File: config.mk
export PLATFORM = sky130hd
export DESIGN_NAME = sisc_ifetch
export DESIGN_NICKNAME = d
export VERILOG_FILES = /design/src/rtl/sisc_ifetch.sv
export SDC_FILE = /design/constraint.sdc
export NUM_CORES = 1
export LEC_CHECK = 0
export ABC_AREA = 1
export CAP_MARGIN = 40
export CORE_ASPECT_RATIO = 1.75
export CORE_MARGIN = 2
export CORE_UTILIZATION = 35
export DETAILED_ROUTE_END_ITERATION = 7
export GPL_ROUTABILITY_DRIVEN = 1
export SYNTH_ARGS = -nofsm -noshare
export SYNTH_HDL_FRONTEND = slang
export SYNTH_SLANG_ARGS = --single-unit
File: constraint.sdc
create_clock -name clk -period 2.53 [get_ports clk]
set_input_delay 0.3795 -clock clk [delete_from_list [all_inputs] [get_ports clk]]
set_output_delay 0.3795 -clock clk [all_outputs]
set_load 0.01 [all_outputs]
File: src/rtl/sisc_ifetch.sv
// sisc_ifetch: SISC instruction fetch and branch unit; holds PC/IR, runs a
// req/ack read on instruction memory and resolves BRA/BRR/BNE/BNR.
// Optional fetch timeout is enabled by defining SISC_IFETCH_TIMEOUT_EN.
module sisc_ifetch #(
  parameter int ADDR_W = 16,
  parameter logic [ADDR_W-1:0] RESET_PC = '0,
  parameter int TIMEOUT_CYC = 15
) (
  input  logic              clk,
  input  logic              rst_f,
  input  logic              fetch_go,
  input  logic              br_eval,
  input  logic [3:0]        stat,
  output logic [ADDR_W-1:0] imem_addr,
  output logic              imem_req,
  input  logic              imem_ack,
  input  logic [31:0]       imem_rdata,
  output logic [31:0]       ir,
  output logic [3:0]        opcode,
  output logic [3:0]        mm,
  output logic              ir_valid,
  output logic [ADDR_W-1:0] pc,
  output logic              busy,
  output logic              br_taken,
  output logic              halted,
  output logic              fetch_err
);
  typedef enum logic {IDLE, WAIT} state_t;
  state_t state;
  logic br_ok, take, c;
  logic [ADDR_W-1:0] rel, target;
`ifdef SISC_IFETCH_TIMEOUT_EN
  localparam int CW = (TIMEOUT_CYC < 2) ? 1 : $clog2(TIMEOUT_CYC + 1);
  logic [CW-1:0] cnt;
  logic expire;
  // WAIT gives up once the counter would reach TIMEOUT_CYC without an ack
  always_comb expire = !imem_ack && cnt == CW'(TIMEOUT_CYC - 1);
`else
  assign fetch_err = 1'b0;
`endif
  assign opcode = ir[31:28];
  assign mm     = ir[27:24];
  assign busy   = state == WAIT;
  // Branch decode: opcodes 4..7, bit1 inverts the condition, bit0 selects PC-relative
  always_comb begin
    c      = |(stat & mm);
    br_ok  = state == IDLE && ir_valid && br_eval;
    take   = br_ok && opcode[3:2] == 2'b01 && (opcode[1] ? !c : c);
    rel    = ADDR_W'($signed(ir[15:0]));
    target = opcode[0] ? pc + rel : ir[ADDR_W-1:0];
  end
  // Fetch FSM with registered outputs; an accepted branch wins over a same-cycle fetch
  always_ff @(posedge clk or negedge rst_f) begin
    if (!rst_f) begin
      state     <= IDLE;
      pc        <= RESET_PC;
      ir        <= '0;
      ir_valid  <= 1'b0;
      imem_req  <= 1'b0;
      imem_addr <= RESET_PC;
      br_taken  <= 1'b0;
      halted    <= 1'b0;
`ifdef SISC_IFETCH_TIMEOUT_EN
      cnt       <= '0;
      fetch_err <= 1'b0;
`endif
    end else begin
      br_taken <= take;
      if (take) pc <= target;
      if (state == IDLE) begin
        if (fetch_go && !halted && !br_ok) begin
          state     <= WAIT;
          imem_req  <= 1'b1;
          imem_addr <= pc;
          ir_valid  <= 1'b0;
`ifdef SISC_IFETCH_TIMEOUT_EN
          cnt       <= '0;
          fetch_err <= 1'b0;
`endif
        end
      end else if (imem_ack) begin
        state    <= IDLE;
        ir       <= imem_rdata;
        ir_valid <= 1'b1;
        pc       <= pc + 1'b1;
        imem_req <= 1'b0;
        if (&imem_rdata[31:28]) halted <= 1'b1;
      end
`ifdef SISC_IFETCH_TIMEOUT_EN
      else if (expire) begin
        state     <= IDLE;
        imem_req  <= 1'b0;
        ir        <= '0;
        ir_valid  <= 1'b1;
        fetch_err <= 1'b1;
      end else cnt <= cnt + 1'b1;
`endif
    end
  end
endmodule

==> results of run 1 <==
[power by group through the flow]
stage / registers [W] / logic [W] / clock network (W)
floorplan: 0.00157 / 0.00109 / 0
global placement: 0.00157 / 0.00184 / 0
detailed placement: 0.00157 / 0.00187 / 0
CTS: 0.00155 / 0.00189 / 0.00131
global route: 0.00158 / 0.00212 / 0.00136
finish: 0.00155 / 0.00187 / 0.00128
[area by class of cell]
class | count | share of cell area
tap | 137 | 0.0297
multi-input combinational | 432 | 0.361
timing repair buffer | 125 | 0.216
sequential | 69 | 0.299
clock inverter | 7 | 0.0128
clock buffer | 9 | 0.0390
inverter | 65 | 0.0422
[synth_stat cells]
cell	instances	area (sq um)
o21ai_0	28	140
a21boi_1	1	7.51
xor2_1	8	70.1
nor3_2	2	20.0
inv_1	60	225
or2_2	2	12.5
o21a_1	1	7.51
nand3_1	32	160
nor2_1	38	143
nor4_4	1	21.3
o211ai_1	4	30.0
inv_2	5	18.8
mux2i_1	1	10.0
a22oi_1	2	15.0
nand3b_1	1	7.51
nand2_2	1	6.26
fa_1	1	20.0
and2_1	2	12.5
nand3_4	1	17.5
nor4_1	1	6.26
nand4_1	2	12.5
o21ai_1	4	20.0
nor3_1	6	30.0
ha_1	16	200
a21oi_1	29	145
buf_6	1	11.3
dfrtp_1	69	1730
xnor2_1	2	17.5
conb_1	1	3.75
o211ai_2	1	12.5
buf_4	9	67.6
buf_2	8	40.0
nor2_2	9	56.3
nand2_1	235	882
clkbuf_1	9	33.8
[layer usage]
layer  global-route usage  vias to the layer above  wire [um]
li1                     -                     2072          -
met1                0.232                     1898       4980
met2                0.339                       85       6370
met3               0.0304                        8        463
met4               0.0563                        0        118
met5                    0                        -          0
[worst paths after layout]
path | startpoint | end | slack [ps] | cells after the start
worst max-delay path | pc[0] | pc[4] | 420 | 10
worst min-delay path | rst_f | ir[12] | 420 | 2
worst max register to register | pc[0] | pc[4] | 420 | 10
worst min register to register | imem_req | imem_req | 480 | 2
max in group asynchronous | rst_f | imem_addr[5] | 1580 | 3
min in group clk | imem_req | imem_req | 480 | 2
[cell families (layout without fill, tap and decap cells)]
logic type               after synthesis  in the layout  share of synthesized area
other                                  1              1                   0.000891
adder cells (fa/ha/maj)               17             17                     0.0523
XOR/XNOR                              10             10                     0.0208
AND/OR/NAND/NOR                      333            333                      0.330
AO/OA/AOI/OAI                         70             70                     0.0897
multiplexers                           1              1                    0.00238
flip-flops                            69             69                      0.410
buffers and inverters                 92            206                     0.0942
[registers in the layout, indices dropped and copies added, names as in the netlist]
| register | flops |
|---|---|
| ir | 32 |
| imem_addr | 16 |
| br_taken | 1 |
| ir_valid | 1 |
| halted | 1 |
| imem_req | 1 |
| busy | 1 |
| pc | 16 |
[critical path, delay by kind of cell, from the launching register on]
kind                       cells  cell delay, ps
DFF                            1             440
and+or+nand+nor                7             850
AOI/OAI and AO/OA              1              90
adders and majority gates      2             630
[per-stage QoR]
step	setup slack, ps	hold slack (ps)
after global routing	257	432
after detailed placement	410	217
after floorplan	553	83.9
after global placement	487	464
after CTS	399	414
final	415	416
==> summary.txt, run 1 <==
GRT
  – Initial antenna violation count: 0
  – Largest net degree at the start of global routing: 63
  – Global-route wire length before repair: 19600 um
  – GR Overflow Total: 0
  – Vias in the first global route: 3971
  – All-Layer GR Usage: 0.190

Timing
  – Sum Neg Setup Slack: 0 ps
  – Fin crit share: 0.836
  – Unrepaired setup endpoints after global routing: no
  – Final Hold Viols: 0
  – Endpoints failing setup: 0
  – Period minus WS final: 2110 ps
  – Max Slew Vio Count: 0
  – Max frequency: 473 MHz
  – Clock Skews: 11.8 ps

Die
  – Height of the die: 149 um
  – Die area: 0.0130 sq mm
  – Initial Utilization: 0.355
  – Die Width: 86.9 um
  – Core region area: 0.0119 sq mm
  – IO Pins: 119
  – Row count: 53

Routing
  – Final wirelength: 11900 um
  – Routed vias: 4063
  – Final ANT Viol Nets: 0
  – DR pass1 iterations: 5
  – Drt wl/cell: 14.1 um
  – DRC viols: 0
  – Initial DRC Count: 239
  – Vias per cell: 4.81

Flow run
  – Max_cap viols: 0

Layout
  – Area occupied by multi-input gates: 0.00209 sq mm
  – Finished Layout Cells: 844
  – Sequential Area: 0.00173 sq mm
  – Area grow syn2layout: 37.3%
  – Layout cell share with drive strength beyond 1: 0.0665
  – Number of nets in the layout: 760
  – Commonest non-fill, non-tap cells in the layout: 235 x nand2_1, 116 x clkdlybuf4s50_1, 69 x dfrtp_1
  – Fillers: 1161
  – Final instance area: 0.00578 sq mm
  – Diodes inserted: 0
  – Commonest non-fill, non-tap cell in the layout: nand2_1
  – Post-layout util: 0.487

CTS
  – CTS tree: yes
  – Clk sinks: 69
  – Root buffer cell: clkbuf_16
  – CTS clk-pin slew, worst paths: 60 ps
  – H-tree level count: 3
  – Hold buffer count at cts: 1
  – Worst-skew pair later-pin latency: 330 ps
  – Setup Fix Bufs, Post-CTS: 0
  – Worst-case clock buffer depth: 2
  – CTS resizes: 0
  – CTS Buf Count: 9

Place
  – Placed insts: 827
  – Placer congestion estimate: 0.882
  – Input/output buffers: 117
  – Dpl hpwl: 9050 um
  – Area after DPL: 0.00547 sq mm

Logic synthesis
  – Seq cells post-synth: 69
  – Distinct cells, synth: 35
  – Cells after synthesis: 593
  – Yosys Warn Count: 0
  – Sequential area share after synthesis: 0.410
  – Synth Net Count: 651
  – Average footprint of a synthesized cell: 7.10 sq um
  – Mapped Area: 0.00421 sq mm

Power and ir drop
  – Total power: 0.00470 W
  – Max VDD drop: 0.000391 V
  – Psw: 0.00181 W
  – Switching share of power: 0.385
  – Part of the power in registers: 0.330
  – Pleak: 2.88 nW
  – Logic pwr share: 0.398
  – PwrDens: 814 mW/mm^2
  – Pint: 0.00289 W
  – Clk pwr share: 0.272

Setup path
  – WS Path Type: reg2reg
  – Most used cell, CP: nand2_1
  – Cell Chain, Critical Path: ha_1, fa_1, nand2_1, nand2_1, and2_1, or2_2, nand3_1, nand3_1, o211ai_1, nand2_1
  – Req. time, crit path: 2740 ps
  – Slowest cell on crit path: dfrtp_1
  – Critical Path End Type: flop
  – Arr. time, crit path: 2330 ps
  – Crit-path max cell delay: 440 ps
  – Worst setup SP type: flop
  – CP Max Fanout: 6

Hold path
  – Worst Hold Class: in2async

Status
  – Outcome: finished clean
Note: power is estimated with default switching activity, not from simulation.
==> run 2: changes to the inputs <==
==> constraint.sdc (replaced) <==
create_clock -name clk -period 1.8 [get_ports clk]
set_input_delay 0.27 -clock clk [delete_from_list [all_inputs] [get_ports clk]]
set_output_delay 0.27 -clock clk [all_outputs]
set_load 0.01 [all_outputs]
==> summary.txt, run 2 (synthesis gave the netlist of run 1 again) <==
Status
  – Outcome: finished, violations left
  – Failing checks: setup timing

Setup path
  – Critical Path End Type: flop
  – Worst setup SP type: flop
  – R2R Setup Slk: -20 ps
  – Req. time, crit path: 2010 ps
  – CP Max Fanout: 4
  – Critical Path Source: ir[0]
  – Arr. time, crit path: 2020 ps
  – WS Path Type: reg2reg
  – Reg2Reg Launch Point: ir[0]

Timing
  – Final Hold Viols: 0
  – Fin crit share: 1.01
  – Max frequency: 550 MHz
  – Max Slew Vio Count: 0
  – Max transition margin: 0.661
  – Clock Skews: 8.75 ps
  – Unrepaired setup endpoints after global routing: yes
  – Setup slack after layout: -19.6 ps
  – Period minus WS final: 1820 ps
  – Endpoints failing setup: 1
  – Min Hold Slack: 449 ps
  – Worst Tran Pin Value: 508 ps

Routing
  – Final ANT Viol Nets: 0
  – Vias per cell: 4.85
  – Initial DRC Count: 182
  – Routed vias: 4298
  – DRC viols: 0
  – Final wirelength: 13200 um
  – DR pass1 iterations: 4
  – Drt wl/cell: 14.9 um

Layout
  – Layout cell share with drive strength beyond 1: 0.157
  – Max reg flops: 32
  – Commonest non-fill, non-tap cell in the layout: nand2_1
  – Diodes inserted: 0
  – Area grow syn2layout: 48.8%
  – Final instance area: 0.00627 sq mm
  – Commonest non-fill, non-tap cells in the layout: 225 x nand2_1, 116 x clkdlybuf4s50_1, 66 x dfrtp_1
  – Regs by FF count: ir x32, imem_addr x16, pc x16
  – Finished Layout Cells: 887
  – Most flops, register: ir
  – Number of nets in the layout: 804

Die
  – Row count: 53
  – IO Pins: 119
  – Height of the die: 149 um
  – Die Width: 86.9 um
  – Core region area: 0.0119 sq mm
  – Die area: 0.0130 sq mm
  – Initial Utilization: 0.355

CTS
  – CTS clk-pin slew, worst paths: 60 ps
  – H-tree level count: 3
  – Clk sinks: 69
  – CTS Buf Count: 9
  – Worst-skew pair later-pin latency: 330 ps
  – Root buffer cell: clkbuf_16
  – Worst-case clock buffer depth: 2
  – CTS tree: yes

GRT
  – Vias in the first global route: 4289
  – Global-route wire length before repair: 20900 um
  – Largest net degree at the start of global routing: 40
  – All-Layer GR Usage: 0.207
  – GR Overflow Total: 0
  – Initial antenna violation count: 0

Flow run
  – Max_cap viols: 0

Power and ir drop
  – PwrDens: 1140 mW/mm^2
  – Max VDD drop: 0.000516 V
  – Pleak: 3.07 nW

Place
  – Placed insts: 869
  – Placer congestion estimate: 0.867
  – Input/output buffers: 117
  – Area after DPL: 0.00584 sq mm
  – Pre-CTS setup slack: -98.3 ps
  – Dpl hpwl: 10200 um

Hold path
  – Worst Hold Class: in2async
run 2: worst paths after layout:
path                                 to  depth (start not counted)
max                               pc[4]                         10
min                              ir[12]                          2
min reg2reg                      ir[22]                          2
max in group asynchronous  imem_addr[2]                          3
min in group clk                  ir[4]                          3
max reg2reg                       pc[4]                         10
run 2: cell type report:
class,instances,area (sq um)
timing repair buffer,169,1610
fill,1159,5600
clock buffer,13,250
multi-input combinational,432,2250
clock inverter,2,12.5
inverter,65,244
sequential,69,1730
tap,137,171
run 2: metrics by stage:
| stage | total power [W] | util | setup TNS (ps) |
|---|---|---|---|
| finish | 0.00713 | 0.528 | -19.6 |
| global route | 0.00762 | 0.528 | -447 |
| CTS | 0.00696 | 0.517 | -30.6 |
| detailed placement | 0.00531 | 0.492 | -957 |
| global placement | 0.00527 | 0.492 | -232 |
| floorplan | 0.00377 | - | -62.0 |
run 2: where the power goes:
part	internal (W)	total, W	switching, W	leakage, nW
sequential	0.00179	0.00203	0.000236	0.893
clock	0.000961	0.00159	0.000633	0.126
combinational	0.00165	0.00351	0.00185	2.05
run 2: worst max-delay path, cell delays in order, from the launching register on:
cell      delay (ps)
dfrtp_2          430
ha_4             170
fa_2             340
nand2_2           80
nand2_2           50
and2_4           150
or2_4            220
nand3_2           60
nand3_2           50
o211ai_1          80
nand2_1           60
run 2: what timing repair did:
item	CTS	global route
endpoints found under the setup margin	8	12
buffers inserted	0	2
hold buffers	1	0
pin swaps	4	3
endpoints found under the hold margin	33	0
resized for setup	7	21
run 2: routing by layer:
layer  part of all wire  routed length [um]  up-vias  GRT usage
met4              0.022                 297        0     0.0797
met3              0.041                 536       19     0.0282
met1               0.39                5210     2018      0.237
met2               0.54                7160      102      0.379
li1                   -                   -     2159          -
met5                  0                   0        -          0
==> run 3: changes to the inputs <==
--- a/config.mk
+++ b/config.mk
@@ -7,9 +7,10 @@
 export LEC_CHECK = 0
 export ABC_AREA = 1
 export CAP_MARGIN = 40
-export CORE_ASPECT_RATIO = 1.75
+export CORE_ASPECT_RATIO = 0.8
 export CORE_MARGIN = 2
 export CORE_UTILIZATION = 35
+export CTS_CLUSTER_SIZE = 12
 export DETAILED_ROUTE_END_ITERATION = 7
 export GPL_ROUTABILITY_DRIVEN = 1
 export SYNTH_ARGS = -nofsm -noshare
==> summary.txt, run 3 (synthesis gave the netlist of run 1 again) <==
Status
  – Outcome: finished, violations left
  – Failing checks: setup timing

Layout
  – Layout cell share with drive strength beyond 1: 0.166
  – Fillers: 1117
  – Commonest non-fill, non-tap cell in the layout: nand2_1
  – Most flops, register: ir
  – Regs by FF count: ir x32, imem_addr x16, pc x16
  – Number of nets in the layout: 798
  – Area occupied by multi-input gates: 0.00233 sq mm
  – Area grow syn2layout: 50.5%
  – Max reg flops: 32
  – Sequential Area: 0.00173 sq mm
  – Commonest non-fill, non-tap cells in the layout: 223 x nand2_1, 115 x clkdlybuf4s50_1, 66 x dfrtp_1
  – Diodes inserted: 0

Setup path
  – R2R Setup Slk: -50 ps
  – Arr. time, crit path: 2070 ps
  – WP buf/inv: 0
  – Reg-to-reg critical path endpoint: pc[4]
  – CP Max Fanout: 4
  – Slowest cell on crit path: dfrtp_2
  – Cell Chain, Critical Path: ha_4, fa_2, nand2_2, nand2_2, and2_4, or2_4, nand3_2, nand3_2, o211ai_1, nand2_1
  – Largest delay share family, worst path: simple AND/OR/NAND/NOR gates
  – WS Path Type: reg2reg
  – Critical Path End Type: flop
  – Worst setup SP type: flop
  – Worst r2r path cells: 10
  – Critical Path Source: ir[0]
  – Req. time, crit path: 2020 ps
  – Crit-path max cell delay: 420 ps
  – Reg2Reg Launch Point: ir[0]

Die
  – Initial Utilization: 0.363
  – Core region area: 0.0116 sq mm
  – Height of the die: 102 um
  – Row count: 35
  – Die Width: 127 um
  – Die area: 0.0129 sq mm
  – IO Pins: 119

Hold path
  – Min-delay src: imem_rdata[22]
  – Hold Path End: ir[22]
  – Worst Hold Path Cells: 3
  – Worst Hold Class: in2reg

Power and ir drop
  – PwrDens: 1170 mW/mm^2
  – Max VDD drop: 0.000544 V
  – Pleak: 3.07 nW

Timing
  – Clock Skews: 4.52 ps
  – Max Slew Vio Count: 0
  – Endpoints failing setup: 3
  – Period minus WS final: 1850 ps
  – Final Hold Viols: 0
  – Setup slack after layout: -53.7 ps
  – Max frequency: 539 MHz
  – Min Hold Slack: 463 ps
  – Unrepaired setup endpoints after global routing: yes
  – Fin crit share: 1.03

GRT
  – Initial antenna violation count: 0
  – Global-route wire length before repair: 21400 um
  – Largest net degree at the start of global routing: 70
  – All-Layer GR Usage: 0.211
  – Vias in the first global route: 4159
  – GR Overflow Total: 0

Place
  – Pre-CTS setup slack: -87.9 ps
  – Input/output buffers: 117
  – Dpl hpwl: 9850 um
  – Placer congestion estimate: 0.902

CTS
  – CTS clk-pin slew, worst paths: 60 ps
  – CTS Buf Count: 9
  – Clk sinks: 69
  – Worst-skew pair later-pin latency: 340 ps
  – H-tree level count: 3
  – CTS tree: yes
  – Root buffer cell: clkbuf_16
  – Worst-case clock buffer depth: 2

Flow run
  – Max_cap viols: 0

Routing
  – Final wirelength: 13300 um
  – Routed vias: 4340
  – Initial DRC Count: 244
  – Final ANT Viol Nets: 0
  – DRC viols: 0
  – Vias per cell: 4.86
  – DR pass1 iterations: 5
  – Drt wl/cell: 14.8 um
[run 3: what timing repair did]
| item | in CTS | in global routing |
|---|---|---|
| endpoints found under the hold margin | 69 | 0 |
| setup endpoints to repair | 9 | 11 |
| pin swaps | 1 | 9 |
| setup buffers | 1 | 2 |
| cloned | 0 | 0 |
| gates resized for setup | 7 | 37 |
| hold buffers | 1 | 0 |
[run 3: cell type report]
class / instances / area share
clock inverters: 7 / 0.0118
multi-input cells: 432 / 0.367
inverters: 65 / 0.0385
clock buffers: 9 / 0.0355
repair buffers: 163 / 0.245
flip-flops and latches: 69 / 0.273
well taps: 148 / 0.0292
[run 3: how the worst max path moves through the flow]
stage	end	slack, ps	depth (start not counted)
after floorplan	pc[4]	-60	10
after global placement	pc[11]	-80	8
after detailed placement	pc[10]	-90	14
after CTS	pc[4]	-20	10
after global routing	pc[10]	-150	14
final	pc[4]	-50	10
[run 3: where the power goes]
group	internal (W)	switching, W
registers	0.00179	0.000259
logic	0.00166	0.00190
clock network	0.00108	0.000735
total	0.00453	0.00289
[run 3: tightest hold or removal path, stage by stage]
cell and delay (ps):
clkdlybuf4s50_1 390, nand2_1 60, nand2_1 40
[run 3: metrics by stage]
stage / utilization / std cells / instance area (sq um) / total power, W / setup TNS [ps]
final: 0.546 / 893 / 6340 / 0.00742 / -110
after global routing: 0.546 / 893 / 6340 / 0.00793 / -690
after CTS: 0.528 / 891 / 6130 / 0.00712 / -45.0
after detailed placement: 0.499 / 873 / 5790 / 0.00524 / -679
after global placement: 0.499 / 873 / 5790 / 0.00519 / -249
after floorplan: - / 593 / 4240 / 0.00377 / -62.0
[run 3: routing by layer]
metal  vias up  track usage  part of all wire
li1       2152            -                 -
met5         -            0                 0
met4         0       0.0583             0.014
met1      2033        0.303              0.48
met2       140        0.324              0.45
met3        15       0.0461             0.056
